## src/rtl/microwave_pkg.sv

```systemverilog
// microwave_pkg: shared types and constants for the microwave controller timer.
package microwave_pkg;

  localparam int unsigned DIGIT_W = 4;

  // Controller states
  typedef enum logic [2:0] {
    ST_IDLE    = 3'd0,
    ST_SET     = 3'd1,
    ST_RUNNING = 3'd2,
    ST_PAUSED  = 3'd3,
    ST_DONE    = 3'd4
  } state_e;

  // Digit code the downstream 7-segment decoder renders as all segments off
  localparam logic [DIGIT_W-1:0] BLANK_DIGIT   = 4'hF;
  // Value a BCD field takes after borrowing: seconds tens wrap to 5, ones to 9
  localparam logic [DIGIT_W-1:0] SEC_WRAP_TENS = 4'd5;
  localparam logic [DIGIT_W-1:0] SEC_WRAP_ONES = 4'd9;

  // Four BCD digits of an MM:SS value, most significant first
  typedef struct packed {
    logic [DIGIT_W-1:0] min_tens;
    logic [DIGIT_W-1:0] min_ones;
    logic [DIGIT_W-1:0] sec_tens;
    logic [DIGIT_W-1:0] sec_ones;
  } mmss_t;

endpackage

```

## src/rtl/bcd_mmss_dec.sv

```systemverilog
// bcd_mmss_dec: combinational one-second decrement of a BCD MM:SS value.
// A seconds field of 60..99 simply counts down; 00:00 stays at 00:00.
module bcd_mmss_dec
  import microwave_pkg::*;
(
  input  mmss_t i_mmss,
  output mmss_t o_mmss,
  output logic  o_zero
);

  mmss_t w_res;

  // Borrow chain: sec_ones -> sec_tens -> min_ones -> min_tens
  always_comb begin
    w_res = i_mmss;
    if (i_mmss.sec_ones != '0) begin
      w_res.sec_ones = i_mmss.sec_ones - 4'd1;
    end else if (i_mmss.sec_tens != '0) begin
      w_res.sec_tens = i_mmss.sec_tens - 4'd1;
      w_res.sec_ones = SEC_WRAP_ONES;
    end else if (i_mmss.min_ones != '0) begin
      w_res.min_ones = i_mmss.min_ones - 4'd1;
      w_res.sec_tens = SEC_WRAP_TENS;
      w_res.sec_ones = SEC_WRAP_ONES;
    end else if (i_mmss.min_tens != '0) begin
      w_res.min_tens = i_mmss.min_tens - 4'd1;
      w_res.min_ones = SEC_WRAP_ONES;
      w_res.sec_tens = SEC_WRAP_TENS;
      w_res.sec_ones = SEC_WRAP_ONES;
    end
  end

  assign o_mmss = w_res;
  assign o_zero = (w_res == '0);

endmodule

```

## src/rtl/countdown_timer.sv

```systemverilog
// countdown_timer: keypad-entered MM:SS cooking timer counting down at 1 Hz.
// Optional build macro PAUSE_BLINK_EN: digits blink (value / blank) in PAUSED
// and DONE every CLK_HZ/4 cycles; without it the digits are always shown.
module countdown_timer
  import microwave_pkg::*;
#(
  parameter int unsigned CLK_HZ    = 50_000_000,
  parameter int unsigned QUICK_SEC = 30
) (
  input  logic               clk,
  input  logic               reset,
  input  logic [DIGIT_W-1:0] digit_in,
  input  logic               digit_valid,
  input  logic               start,
  input  logic               pause,
  input  logic               clear,
  input  logic               door_open,
  output logic [DIGIT_W-1:0] min_tens,
  output logic [DIGIT_W-1:0] min_ones,
  output logic [DIGIT_W-1:0] sec_tens,
  output logic [DIGIT_W-1:0] sec_ones,
  output logic               running,
  output logic               done
);

  localparam int unsigned       PRESC_W    = $clog2(CLK_HZ);
  localparam logic [PRESC_W-1:0] PRESC_LAST = PRESC_W'(CLK_HZ - 1);
  localparam mmss_t QUICK_VAL = mmss_t'({8'h00, 4'(QUICK_SEC / 10), 4'(QUICK_SEC % 10)});

  state_e             r_state, w_state_nxt;
  mmss_t              r_digits, w_digits_nxt;
  mmss_t              w_dec, w_shift;
  logic [PRESC_W-1:0] r_presc, w_presc_nxt;
  logic               r_running, r_done, w_done_nxt;
  logic               w_tick, w_dec_zero, w_start_ok, w_digit_ok;

  assign w_tick     = (r_presc == PRESC_LAST);
  assign w_start_ok = start & ~door_open;
  assign w_digit_ok = digit_valid & (digit_in <= 4'd9);
  // A new entry after completion starts from 0000 instead of the finished value
  assign w_shift    = (r_state == ST_DONE) ? mmss_t'({12'h000, digit_in})
                                           : mmss_t'({r_digits[11:0], digit_in});

  bcd_mmss_dec u_dec (
    .i_mmss (r_digits),
    .o_mmss (w_dec),
    .o_zero (w_dec_zero)
  );

  // Next state, digit value, prescaler and completion pulse
  always_comb begin
    w_state_nxt  = r_state;
    w_digits_nxt = r_digits;
    w_presc_nxt  = '0;
    w_done_nxt   = 1'b0;
    if (clear) begin
      w_state_nxt  = ST_IDLE;
      w_digits_nxt = '0;
    end else begin
      case (r_state)
        ST_RUNNING: begin
          if (pause || door_open) begin
            w_state_nxt = ST_PAUSED;
          end else if (w_tick) begin
            w_digits_nxt = w_dec;
            if (w_dec_zero) begin
              w_state_nxt = ST_DONE;
              w_done_nxt  = 1'b1;
            end
          end else begin
            w_presc_nxt = r_presc + PRESC_W'(1);
          end
        end
        ST_PAUSED: begin
          if (w_start_ok) w_state_nxt = ST_RUNNING;
        end
        ST_IDLE, ST_DONE: begin
          if (w_start_ok) begin
            w_digits_nxt = QUICK_VAL;
            w_state_nxt  = ST_RUNNING;
          end else if (w_digit_ok) begin
            w_digits_nxt = w_shift;
            w_state_nxt  = ST_SET;
          end
        end
        ST_SET: begin
          if (w_start_ok) begin
            w_state_nxt = (r_digits != '0) ? ST_RUNNING : ST_IDLE;
          end else if (w_digit_ok) begin
            w_digits_nxt = w_shift;
          end
        end
        default: begin
          w_state_nxt  = ST_IDLE;
          w_digits_nxt = '0;
        end
      endcase
    end
  end

  // State, digits, prescaler and status outputs
  always_ff @(posedge clk or posedge reset) begin
    if (reset) begin
      r_state   <= ST_IDLE;
      r_digits  <= '0;
      r_presc   <= '0;
      r_running <= 1'b0;
      r_done    <= 1'b0;
    end else begin
      r_state   <= w_state_nxt;
      r_digits  <= w_digits_nxt;
      r_presc   <= w_presc_nxt;
      r_running <= (w_state_nxt == ST_RUNNING);
      r_done    <= w_done_nxt;
    end
  end

  assign running = r_running;
  assign done    = r_done;

`ifdef PAUSE_BLINK_EN
  localparam int unsigned        BLINK_CYC  = CLK_HZ / 4;
  localparam int unsigned        BLINK_W    = (BLINK_CYC > 1) ? $clog2(BLINK_CYC) : 1;
  localparam logic [BLINK_W-1:0] BLINK_LAST = BLINK_W'(BLINK_CYC - 1);

  logic [BLINK_W-1:0] r_blink_cnt, w_blink_cnt_nxt;
  logic               r_blank, w_blank_nxt, w_blink_state;
  mmss_t              r_disp, w_disp_nxt;

  assign w_blink_state = (w_state_nxt == ST_PAUSED) || (w_state_nxt == ST_DONE);

  // Blink phase restarts visible on entry to PAUSED/DONE; digit registers untouched
  always_comb begin
    w_blink_cnt_nxt = '0;
    w_blank_nxt     = 1'b0;
    if (w_blink_state && (w_state_nxt == r_state)) begin
      if (r_blink_cnt == BLINK_LAST) begin
        w_blank_nxt = ~r_blank;
      end else begin
        w_blink_cnt_nxt = r_blink_cnt + BLINK_W'(1);
        w_blank_nxt     = r_blank;
      end
    end
    w_disp_nxt = w_blank_nxt ? mmss_t'({4{BLANK_DIGIT}}) : w_digits_nxt;
  end

  // Blink counter and registered display digits
  always_ff @(posedge clk or posedge reset) begin
    if (reset) begin
      r_blink_cnt <= '0;
      r_blank     <= 1'b0;
      r_disp      <= '0;
    end else begin
      r_blink_cnt <= w_blink_cnt_nxt;
      r_blank     <= w_blank_nxt;
      r_disp      <= w_disp_nxt;
    end
  end

  assign min_tens = r_disp.min_tens;
  assign min_ones = r_disp.min_ones;
  assign sec_tens = r_disp.sec_tens;
  assign sec_ones = r_disp.sec_ones;
`else
  assign min_tens = r_digits.min_tens;
  assign min_ones = r_digits.min_ones;
  assign sec_tens = r_digits.sec_tens;
  assign sec_ones = r_digits.sec_ones;
`endif

endmodule

```

## config.mk

```make
export PLATFORM = sky130hd
export DESIGN_NAME = countdown_timer
export DESIGN_NICKNAME = d
export VERILOG_FILES = /design/src/rtl/microwave_pkg.sv /design/src/rtl/bcd_mmss_dec.sv /design/src/rtl/countdown_timer.sv
export SDC_FILE = /design/constraint.sdc
export NUM_CORES = 1
export LEC_CHECK = 0
export ABC_AREA = 1
export BUFFER_PORTS_ARGS = -buffer_cell sky130_fd_sc_hd__buf_2
export CORE_MARGIN = 2
export CORE_UTILIZATION = 60
export DETAILED_ROUTE_END_ITERATION = 6
export GPL_TIMING_DRIVEN = 0
export HOLD_SLACK_MARGIN = 0.1
export MAX_ROUTING_LAYER = met4
export PLACE_DENSITY = 0.8
export SETUP_SLACK_MARGIN = 0.4
export SYNTH_ARGS = -nofsm -noshare
export SYNTH_HDL_FRONTEND = slang
export SYNTH_SLANG_ARGS = --single-unit
```

## constraint.sdc

```tcl
create_clock -name clk -period 2.3 [get_ports clk]
set_input_delay 0.23 -clock clk [delete_from_list [all_inputs] [get_ports clk]]
set_output_delay 0.23 -clock clk [all_outputs]
set_load 0.1 [all_outputs]
```

Word-level counts from Yosys, hierarchy flattened
Index checks and enable logic that the tools add are counted.
{"block": "classes", "n_mux": 34, "n_reduce_logical": 10, "order_cmp": 1, "add_sub_neg": 5, "n_eq_ne": 10, "n_bitwise": 3}
{"cell": "16-bit two-way mux", "count": 8}
{"cell": "26-bit two-way mux", "count": 4}
{"cell": "16-bit one-hot mux with 4 select lines", "count": 1}
{"cell": "26-bit by 1-bit adder with 26-bit output, second input constant", "count": 1}
{"cell": "26-bit equality test, second input constant", "count": 1}
{"cell": "12-bit two-way mux", "count": 2}
{"cell": "3-bit two-way mux", "count": 8}
{"cell": "16-bit zero test", "count": 1}
{"cell": "8-bit two-way mux", "count": 2}
{"cell": "16-bit nonzero test", "count": 1}
{"cell": "4-bit nonzero test", "count": 4}
{"cell": "4-bit by 1-bit subtractor with 4-bit output, second input constant", "count": 4}
{"cell": "3-bit one-hot mux with 4 select lines", "count": 1}
{"cell": "3-bit by 2-bit equality test with 1-bit output, second input constant", "count": 3}
{"cell": "3-bit inequality test, second input constant", "count": 3}
{"cell": "4-bit two-way mux", "count": 2}
{"cell": "1-bit two-way mux", "count": 5}
{"cell": "4-bit less-or-equal comparator, second input constant", "count": 1}
{"cell": "4-bit AND reduction", "count": 1}
{"cell": "3-bit by 1-bit equality test with 1-bit output, second input constant", "count": 1}
{"cell": "3-bit equality test, second input constant", "count": 1}
{"cell": "3-bit zero test", "count": 1}
{"cell": "1-bit AND", "count": 2}
{"cell": "2-bit two-way mux", "count": 1}
{"cell": "other kinds (4)", "count": 4}
{"block": "totals", "ff_bits": 47, "input_bits": 11, "elab_cells": 71, "out_inout_bits": 18}

Longest topological paths before layout
Gate-level depths: netlist of the first run.
{"block": "depth", "depth_word": 12, "depth_mapped": 18}

By module
From an unflattened synthesis of the first run, not the netlist that was laid out.
{"block": "hier_totals", "cells_unflattened": 574, "hier_area_um2": 3629.7}
{"mod": "countdown_timer", "n_inst": 1, "area_each_um2": 2957.8, "seq_area_each_um2": 1176.1, "cells_per_inst": 436}
{"mod": "bcd_mmss_dec", "n_inst": 1, "area_each_um2": 671.9, "seq_area_each_um2": 0.0, "cells_per_inst": 138}

Worst setup path before layout of the first run
No wires, ideal clock.
{"block": "synth_path", "path_type": "reg-to-reg", "startpoint": "register r_digits (netlist bit sec_tens[0])", "endpoint": "register r_running (netlist: running)", "stages_incl_launch_ff": 16, "n_path_buf": 1, "t_required_ps": 2180, "path_slack_ps": -311, "period_less_slack_ps": 2611, "arrival_time_ps": 2491, "path_cell_list": "dfrtp_1 > inv_1 > ha_1 > nand3_1 > nor2_4 > buf_6 > nand3_1 > nand2_1 > nor2_1 > nand3_1 > nor2_1 > nand2_1 > nand2_1 > nand2_1 > nand2_1 > nor2_1"}
{"block": "synth_via", "elab_chain_cells": 11, "elab_cells_between_ends": 18, "cone_classes": "add/sub: 1; eq/ne: 1; mux: 13; reduce/logical: 3"}
{"item": "start: declaration", "line_no": "countdown_timer.sv:31", "source": "mmss_t r_digits, w_digits_nxt;"}
{"item": "start signal: assignment", "line_no": "countdown_timer.sv:111", "source": "r_digits <= w_digits_nxt;"}
{"item": "parallel branches: the longest is 8 deep, another holds 4-bit by 1-bit subtractor with 4-bit output"}
{"item": "3-bit one-hot mux with 4 select lines *", "line_no": "countdown_timer.sv:60", "source": "case (r_state)"}
{"item": "3-bit two-way mux *", "line_no": "countdown_timer.sv:56", "source": "if (clear) begin"}
{"item": "3-bit by 2-bit equality test with 1-bit output *", "line_no": "countdown_timer.sv:113", "source": "r_running <= (w_state_nxt == ST_RUNNING);"}
{"item": "end signal: assignment", "line_no": "countdown_timer.sv:113"}
{"item": "end: declaration", "line_no": "countdown_timer.sv:34", "source": "logic r_running, r_done, w_done_nxt;"}
Every way passes the cells marked *.
A chain may end at the register's enable or synchronous reset.

Worst setup path after layout of the first run
{"block": "layout_path", "startpoint": "register r_digits (netlist bit sec_tens[1])", "endpoint": "register r_done (netlist: done)"}
{"block": "layout_via", "elab_chain_cells": 10, "elab_cells_between_ends": 14, "cone_classes": "add/sub: 1; mux: 11; reduce/logical: 2"}
{"item": "parallel branches: the longest is 4 deep, another holds 4-bit by 1-bit subtractor with 4-bit output"}
{"item": "16-bit zero test *", "line_no": "bcd_mmss_dec.sv:34", "source": "assign o_zero = (w_res == '0);"}
{"item": "1-bit two-way mux *", "line_no": "countdown_timer.sv:66", "source": "if (w_dec_zero) begin"}
{"item": "1-bit two-way mux *", "line_no": "countdown_timer.sv:64", "source": "end else if (w_tick) begin"}
{"item": "1-bit two-way mux *", "line_no": "countdown_timer.sv:62", "source": "if (pause || door_open) begin"}
{"item": "1-bit two-way mux *", "line_no": "countdown_timer.sv:60"}
{"item": "1-bit two-way mux *", "line_no": "countdown_timer.sv:56"}
{"item": "via w_done_nxt", "line_no": "countdown_timer.sv:34"}
{"item": "end signal: assignment", "line_no": "countdown_timer.sv:114", "source": "r_done <= w_done_nxt;"}
{"item": "end: declaration", "line_no": "countdown_timer.sv:34"}
Mark *: on every way through the listed nets, which the timed path passes.

==> results.toml, run 1 <==
[placed_design]
placed_area_sq_um = 3570
dp_slack_ns = 0.0334
hpwl_mm = 6.21
place_congestion = 0.961
place.port_buffers = 28

[outcome]
status = "finished with violations"
violations = "setup timing"

[sta]
fin_skew_ns = 0.0151
tightest_slew_ns = 0.640
max_freq_ghz = 0.432
whs_ns = 0.243
fin_crit_sh_pct = 101
rsz0062_at_grt = "yes"
setup_tns_ns = -0.0208
setup_slack_ns = -0.0138
final_hold_viol_count = 0
slew_headroom_pct = 57.3
setup_violations = 2
finalCriticalPeriod_ns = 2.31
drv_slew = 0

[global_routing]
gr-usage-all-layers_pct = 34.7
antenna_found_initial = 0
grt_pass1_vias = 3622
grt_first_pass_wirelength_mm = 16.2
gr-total-overflow = 0
grt_max_degree = 28

[critical_path]
worst_path_max_delay_cell = "dfrtp_4"
crit_required_ns = 2.54
r2r-start = "sec_tens[1]$_DFFE_PP0P_"
cpMostUsedCell = "nand2_1"
path_max_fanout = 3
r2r_cells = 15
path_cells = "inv_4 > ha_4 > buf_4 > nand2_1 > nor2_2 > nand2_2 > nand2_1 > nand3_1 > nor2_1 > nand2_1 > nor2_4 > nand2_2 > buf_4 > buf_6 > nor2_4"
reg2reg_slack_ns = -0.01
critPathKind = "flip-flop to flip-flop"
critical_path_buf_inv_count = 4
cp.arrival_ns = 2.55
end_kind = "flip-flop"
crit_path_start_kind = "flip-flop"
path_delay_family = "simple AND/OR/NAND/NOR gates"
cp.depth = 15
reg2reg_to = "done$_DFF_PP0_"
slowest_delay_ns = 0.50

[floorplanning]
start_util_pct = 62.5
coreArea_sq_um = 5140
die_y_um = 77.2
fp.dieW_um = 77.2
row_count = 26
dieArea_sq_um = 5960
ios = 29

[final_layout]
n_antenna_cell = 0
post-route-cell-area_sq_um = 4410
nets = 573
syn_to_final_growth_pct = 37.1
drive_gt1_share_pct = 34.8

[synth]
synth_nets = 479
ys_seq_area_share_pct = 36.6
synth_cell_type_count = 35
ys_ff_latch = 47
syn_area_per_cell_sq_um = 6.94
yosys_warnings = 0
synth.area.top_cells = "dfrtp_1 37%, nand2_1 12%, inv_1 7.5%"
syn_area_sq_um = 3210
synth_cells = 463
synth_top_area_share_pct = 36.6
yosys.area.top_type = "dfrtp_1"

[run]
drv_cap = 0

[clocking]
h-tree-depth = 2
numCtsBuffers = 5
clkTransAtPathRegs_ns = 0.10
cts_tree = "built"
clock_path_buffers = 2
cts.sink_count = 47
cts_root_buffer = "clkbuf_8"
clk_latency_ns = 0.32

[hold_path]
hold_class = "input port to flip-flop"
hold_depth = 4
holdCritStartpoint = "pause"
hold-path-endpoint = "r_state[2]$_DFF_PP0_"

[power_and_ir_drop]
leakagePower_nw = 2.06
p_total_mw = 5.63
p_per_area_nw_per_um2 = 1280
ir_drop_v = 0.000743

[route]
drtAntennaViolNets = 0
route.detailed.drc = 0
detail_route.iter0.violations = 494
wl_mm = 11.4
via_count = 3976
dr.pass1.iters = 5
vias_per_cell = 6.33
drt-wirelength-per-cell_um = 18.1
## per-layer routing
metal  GRT usage [%]  vias up  wire length, um
met5               -        -                0
met4            17.3        0              683
met3            4.47       84             1140
met2            59.8      330             5560
met1            39.6     1841             4010
li1                -     1721                -
## area by class of cell
class / count / area, sq um
plain buffers: 8 / 48.8
clock buffers: 6 / 72.6
clock inverters: 2 / 12.5
fillers: 292 / 734
inverters: 66 / 268
multi-input cells: 342 / 2070
flip-flops and latches: 47 / 1220
well taps: 70 / 87.6
repair buffers: 87 / 627
## registers in the layout (all words and copies together), names as in the netlist
name,cells
r_state,3
sec_ones,4
min_ones,4
done,1
sec_tens,4
r_presc,26
min_tens,4
running,1
## Yosys cell counts (all sizes together)
library cell / number
a211oi: 3
a21oi: 25
a31oi: 4
a32o: 1
a32oi: 2
and2: 1
buf: 3
clkbuf: 5
dfrtp: 47
ha: 5
inv: 66
nand2: 107
nand3: 37
nand3b: 1
nand4: 5
nor2: 66
nor3: 24
nor3b: 3
o211ai: 1
o21a: 3
o21ai: 33
o22ai: 14
or2: 2
xnor2: 3
xor2: 2
## worst reg2reg max path: cells and delay by family (launching register included)
family        cells  cell delay, ns
buf+inv           4            0.46
simple gates     10            1.15
fa+ha+maj         1            0.15
flops             1            0.50
## worst max path at each step
stage                       startpoint                    to  slack [ns]
6_report       sec_tens[1]$_DFFE_PP0P_        done$_DFF_PP0_       -0.01
5_1_grt        sec_tens[1]$_DFFE_PP0P_     running$_DFF_PP0_       -0.08
4_1_cts        sec_ones[1]$_DFFE_PP0P_  r_state[1]$_DFF_PP0_        0.18
3_5_place_dp   min_ones[0]$_DFFE_PP0P_  r_state[1]$_DFF_PP0_        0.03
3_3_place_gp   min_ones[0]$_DFFE_PP0P_     running$_DFF_PP0_        0.07
2_1_floorplan  sec_tens[1]$_DFFE_PP0P_     running$_DFF_PP0_        0.24
## layout by cell type, fill, tap and decap left out, types with 5 or more instances in the layout
| cell | n |
|---|---|
| dfrtp_4 | 8 |
| o21ai_0 | 24 |
| nor2_4 | 14 |
| o21ai_1 | 8 |
| nor3_1 | 13 |
| dfrtp_2 | 8 |
| buf_2 | 28 |
| nor2_1 | 42 |
| o22ai_1 | 14 |
| ha_4 | 5 |
| nand4_1 | 5 |
| nand2_1 | 91 |
| nand2_2 | 13 |
| clkbuf_8 | 5 |
| dfrtp_1 | 31 |
| nor3_4 | 5 |
| buf_4 | 50 |
| nand3_1 | 27 |
| buf_6 | 9 |
| inv_4 | 8 |
| nand3_4 | 5 |
| inv_1 | 55 |
| nand3_2 | 5 |
| nor2_2 | 10 |
| clkbuf_1 | 6 |
| a21oi_1 | 21 |
| nor3_2 | 6 |
## power by group
group | internal [mW] | leakage, nW | switching, mW | total, mW
logic | 1.51 | 1.40 | 2.56 | 4.07
clock network | 0.214 | 0.0412 | 0.315 | 0.528
registers | 0.927 | 0.623 | 0.100 | 1.03
total | 2.65 | 2.06 | 2.98 | 5.63
## repair_timing
item,in CTS,in global routing
resized for setup,31,53
gates cloned,1,0
hold buffers,2,0
pin swaps,20,33
buffers inserted,38,17
endpoints found under the hold margin,21,0
setup endpoints to repair,31,40
## stage by stage
stage / instances / util [%]
3_3_place_gp: 561 / 69.0
2_1_floorplan: 463 / -
3_5_place_dp: 562 / 69.4
6_report: 628 / 85.7
5_1_grt: 628 / 85.7
4_1_cts: 611 / 79.4
## cell families after synthesis
logic type | Yosys count | share of synthesized area [%]
flops | 47 | 36.6
buf+inv | 74 | 8.96
xor+xnor | 5 | 1.36
fa+ha+maj | 5 | 1.95
compound gates | 86 | 15.0
simple gates | 246 | 36.1
(Power assumes the default switching activity.)
==> run 2: changes to the inputs <==
--- a/config.mk
+++ b/config.mk
@@ -5,7 +5,6 @@
 export SDC_FILE = /design/constraint.sdc
 export NUM_CORES = 1
 export LEC_CHECK = 0
-export ABC_AREA = 1
 export BUFFER_PORTS_ARGS = -buffer_cell sky130_fd_sc_hd__buf_2
 export CORE_MARGIN = 2
 export CORE_UTILIZATION = 60
==> results.toml, run 2 <==
[outcome]
status = "finished with violations"
violations = "setup timing"

[route]
drtAntennaViolNets = 0
route.detailed.drc = 0
via_count = 3408
dr.pass1.iters = 5
drt-wirelength-per-cell_um = 19.5
wl_mm = 10.2
detail_route.iter0.violations = 426
vias_per_cell = 6.53

[critical_path]
crit_path_start_kind = "flip-flop"
critPathKind = "flip-flop to flip-flop"
cp.arrival_ns = 2.66
path_max_fanout = 6
r2r_cells = 11
crit_required_ns = 2.50
end_kind = "flip-flop"
reg2reg_slack_ns = -0.16
reg2reg_to = "min_ones[1]$_DFFE_PP0P_"
r2r-start = "sec_ones[0]$_DFFE_PP0P_"

[placed_design]
hpwl_mm = 6.69
dp.cells = 483
place_congestion = 0.950
placed_area_sq_um = 3680
dp_slack_ns = -0.211
place.port_buffers = 28

[floorplanning]
coreArea_sq_um = 5200
fp.dieW_um = 78.1
die_y_um = 78.1
row_count = 26
dieArea_sq_um = 6100
ios = 29
start_util_pct = 63.3

[clocking]
clock_path_buffers = 2
cts_root_buffer = "clkbuf_8"
numCtsBuffers = 5
clk_latency_ns = 0.30
cts.sink_count = 47
h-tree-depth = 2
clkTransAtPathRegs_ns = 0.09
cts_tree = "built"

[sta]
fin_skew_ns = 0.0131
whs_ns = 0.280
tightest_slew_ns = 0.970
max_freq_ghz = 0.407
setup_tns_ns = -0.875
final_hold_viol_count = 0
rsz0062_at_grt = "yes"
setup_violations = 10
fin_crit_sh_pct = 107
setup_slack_ns = -0.160
finalCriticalPeriod_ns = 2.46
slew_headroom_pct = 34.7
drv_slew = 0

[final_layout]
drive_gt1_share_pct = 35.6
largest_register_ffs = 26
largest-register = "r_presc"
post-route-cell-area_sq_um = 4250
fin_util_pct = 81.7
fillers = 362
syn_to_final_growth_pct = 29.1
finalNonFillerCells = 522
n_antenna_cell = 0
nets = 467
mostFrequentLayoutCells = "48 x nor2_1, 33 x buf_2, 31 x dfrtp_1"
layout_commonest_cell = "nor2_1"

[synth]
yosys.area.top_type = "dfrtp_1"
yosys_warnings = 0
synth_ff_type = "dfrtp_1"
synth_edf_count = 0
yosysMostFrequentCell = "nor2_1"
ys_async_sr_fraction_pct = 100
syn_area_sq_um = 3290
synth_cells = 384
synthTopCellsByCount = "51 x nor2_1, 47 x dfrtp_1, 21 x nand2_1, 19 x nand3_1, 17 x a21oi_1"
synth.area.top_cells = "dfrtp_1 36%, nor2_1 5.8%, xor2_1 4.3%"
ys_seq_area_share_pct = 35.7
ys_ff_latch = 47
synth_cell_type_count = 60
syn_area_per_cell_sq_um = 8.58
synth_top_area_share_pct = 35.7
synth_nets = 400

[run]
drv_cap = 0

[global_routing]
gr-total-overflow = 0
antenna_found_initial = 0
grt_max_degree = 33
grt_pass1_vias = 3243
gr-usage-all-layers_pct = 34.3
grt_first_pass_wirelength_mm = 15.9

[hold_path]
holdCritStartpoint = "clear"
hold_class = "input port to flip-flop"
hold_depth = 4
hold-path-endpoint = "running$_DFF_PP0_"

[power_and_ir_drop]
p_total_mw = 4.13
ir_drop_v = 0.000570
leakagePower_nw = 1.77
p_per_area_nw_per_um2 = 970
## run 2: layout make-up
type	instances	area (sq um)	share of cell area, %
clock inverters	2	12.5	0.294
inverters	15	68.8	1.62
well taps	70	87.6	2.06
plain buffers	24	158	3.71
clock buffers	6	72.6	1.71
flip-flops and latches	47	1220	28.6
multi-input cells	298	2230	52.5
repair buffers	60	404	9.50
## run 2: repair_timing
item / 4_1_cts / 5_1_grt
resized for setup: 32 / 36
hold buffers: 1 / 0
gates cloned: 2 / 0
buffers inserted: 19 / 9
hold endpoints to repair: 15 / 0
setup endpoints to repair: 41 / 44
pin swaps: 15 / 18
## run 2: cell families after synthesis
logic type	synth area share, %
adder cells (fa/ha/maj)	1.90
buffers and inverters	4.94
AND/OR/NAND/NOR	31.3
XOR/XNOR	6.11
flip-flops	35.7
multiplexers	2.43
AO/OA/AOI/OAI	17.7
## run 2: worst max-delay path, stage by stage, from the launching register on
cell and delay (ns):
dfrtp_4 0.50, buf_8 0.13, inv_4 0.05, ha_4 0.13, or3b_4 0.38, buf_8 0.14, a211oi_4 0.30, o22a_1 0.23
buf_4 0.13, buf_4 0.10, o22ai_1 0.07, a22o_1 0.20
## run 2: power breakdown
part           total, mW  internal (mW)  switching, mW
combinational       2.65           1.07           1.58
clock              0.497          0.213          0.284
sequential         0.981          0.897         0.0832
## run 2: worst max path at each step
stage | startpoint | cells past startpoint | endpoint
6_report | sec_ones[0]$_DFFE_PP0P_ | 11 | min_ones[1]$_DFFE_PP0P_
5_1_grt | sec_ones[0]$_DFFE_PP0P_ | 12 | running$_DFF_PP0_
3_5_place_dp | sec_tens[1]$_DFFE_PP0P_ | 8 | r_state[1]$_DFF_PP0_
4_1_cts | sec_ones[0]$_DFFE_PP0P_ | 11 | running$_DFF_PP0_
3_3_place_gp | sec_tens[1]$_DFFE_PP0P_ | 8 | done$_DFF_PP0_
2_1_floorplan | sec_ones[0]$_DFFE_PP0P_ | 10 | r_state[1]$_DFF_PP0_
## run 2: metal layers
layer,GRT usage (%),vias up,wire length (um)
met5,-,-,0
met4,12.8,0,446
met3,4.25,52,658
met2,60.7,184,5060
met1,40.0,1620,3990
li1,-,1552,-
==> run 3: changes to the inputs <==
--- a/config.mk
+++ b/config.mk
@@ -5,14 +5,15 @@
 export SDC_FILE = /design/constraint.sdc
 export NUM_CORES = 1
 export LEC_CHECK = 0
-export BUFFER_PORTS_ARGS = -buffer_cell sky130_fd_sc_hd__buf_2
 export CORE_MARGIN = 2
 export CORE_UTILIZATION = 60
 export DETAILED_ROUTE_END_ITERATION = 6
+export DONT_BUFFER_PORTS = 1
 export GPL_TIMING_DRIVEN = 0
 export HOLD_SLACK_MARGIN = 0.1
 export MAX_ROUTING_LAYER = met4
-export PLACE_DENSITY = 0.8
+export PLACE_DENSITY = 0.85
+export RECOVER_POWER = 100
 export SETUP_SLACK_MARGIN = 0.4
 export SYNTH_ARGS = -nofsm -noshare
 export SYNTH_HDL_FRONTEND = slang
==> results.toml, run 3 (same netlist as run 2, synthesis figures left out) <==
[final_layout]
largest_register_ffs = 26
mostFrequentLayoutCells = "47 x nor2_1, 37 x buf_4, 30 x dfrtp_1"
largest-register = "r_presc"
post-route-cell-area_sq_um = 4410
finalNonFillerCells = 509
nets = 454
layout_commonest_cell = "nor2_1"
n_antenna_cell = 0
drive_gt1_share_pct = 37.6
syn_to_final_growth_pct = 34.0

[route]
vias_per_cell = 7.08
via_count = 3606
wl_mm = 11.3
drtAntennaViolNets = 0
drt-wirelength-per-cell_um = 22.3
detail_route.iter0.violations = 530
route.detailed.drc = 0
dr.pass1.iters = 6

[critical_path]
crit_path_start_kind = "flip-flop"
path_max_fanout = 4
cp.arrival_ns = 2.93
end_kind = "flip-flop"
reg2reg_slack_ns = -0.43
crit_required_ns = 2.50
critPathKind = "flip-flop to flip-flop"

[power_and_ir_drop]
leakagePower_nw = 1.78
p_per_area_nw_per_um2 = 1040
ir_drop_v = 0.000986
p_total_mw = 4.58

[floorplanning]
coreArea_sq_um = 5200
row_count = 26
start_util_pct = 63.3
ios = 29
dieArea_sq_um = 6100
die_y_um = 78.1
fp.dieW_um = 78.1

[placed_design]
dp.cells = 455
place_congestion = 0.993
placed_area_sq_um = 3540
dp_slack_ns = -0.404
hpwl_mm = 6.54
place.port_buffers = 0

[sta]
finalCriticalPeriod_ns = 2.73
setup_violations = 17
max_freq_ghz = 0.366
rsz0062_at_grt = "yes"
final_hold_viol_count = 0
fin_crit_sh_pct = 119
setup_slack_ns = -0.431
drv_slew = 0
setup_tns_ns = -3.39
slew_headroom_pct = 38.5
tightest_slew_ns = 0.923
fin_skew_ns = 0.0127

[clocking]
clk_latency_ns = 0.31
clock_path_buffers = 2
h-tree-depth = 2
cts.sink_count = 47
cts_tree = "built"
cts_root_buffer = "clkbuf_8"
numCtsBuffers = 5
clkTransAtPathRegs_ns = 0.10

[outcome]
violations = "setup timing"
status = "finished with violations"

[global_routing]
grt_first_pass_wirelength_mm = 16.0
gr-usage-all-layers_pct = 34.4
grt_pass1_vias = 3134
grt_max_degree = 38
gr-total-overflow = 0
antenna_found_initial = 0

[hold_path]
hold_class = "input port to flip-flop"

[run]
drv_cap = 0
==> run 3: changes by cell type in the layout (fill, tap and decap cells not counted), sizes merged <==
cell      delta
clkinv       +1
buf         -12
clkbuf       -2
clkinvlp     -1
bufinv       +1
==> run 3: critical path, stage by stage (launching register included) <==
cell,delay (ns)
dfrtp_4,0.63
buf_8,0.19
inv_6,0.05
ha_4,0.13
or3b_4,0.38
buf_8,0.15
buf_12,0.12
o21a_1,0.19
nor4_2,0.26
buf_4,0.16
nand4_1,0.13
nor4_2,0.23
==> run 3: where the power goes <==
part / switching, mW / leakage (nW) / internal [mW]
Combinational: 1.41 / 1.10 / 1.23
Clock: 0.306 / 0.0581 / 0.324
Sequential: 0.422 / 0.621 / 0.898
Total: 2.14 / 1.78 / 2.45
==> run 3: timing repair <==
item,in CTS,in global routing
cloned,2,1
hold endpoints to repair,47,0
gates resized for setup,44,64
endpoints found under the setup margin,41,41
hold buffers,1,0
setup buffers,23,19
pin swaps,16,30
==> run 3: per-stage QoR <==
step / hold WS (ns) / utilization [%]
after floorplan: 0.449 / -
after global placement: 0.484 / 67.6
after detailed placement: 0.0772 / 68.0
after CTS: 0.158 / 77.3
after global routing: 0.167 / 84.8
final: 0.148 / 84.8
==> run 3: cell type report <==
| class | instances | area (sq um) |
|---|---|---|
| Inverter | 15 | 76.3 |
| Buffer | 24 | 186 |
| Clock buffer | 5 | 68.8 |
| Sequential cell | 47 | 1220 |
| Fill cell | 272 | 791 |
| Tap cell | 70 | 87.6 |
| Timing Repair Buffer | 47 | 409 |
| Clock inverter | 3 | 43.8 |
| Multi-Input combinational cell | 298 | 2320 |
==> run 3: final timing paths <==
kind,to,startpoint,cells after the start
worst min register to register,r_presc[6]$_DFF_PP0_,r_presc[6]$_DFF_PP0_,2
worst min-delay path,running$_DFF_PP0_,clear,3
min in group asynchronous,min_ones[1]$_DFFE_PP0P_,reset,2
worst max register to register,done$_DFF_PP0_,sec_ones[0]$_DFFE_PP0P_,11
max in group asynchronous,sec_ones[1]$_DFFE_PP0P_,reset,3
worst max-delay path,done$_DFF_PP0_,sec_ones[0]$_DFFE_PP0P_,11
==> run 3: routing by layer <==
| layer | vias to the layer above | share of wire (%) | GRT usage (%) |
|---|---|---|---|
| met5 | - | 0 | - |
| met3 | 52 | 11 | 6.32 |
| li1 | 1526 | - | - |
| met1 | 1767 | 41 | 50.3 |
| met4 | 0 | 2.7 | 9.47 |
| met2 | 261 | 45 | 49.3 |
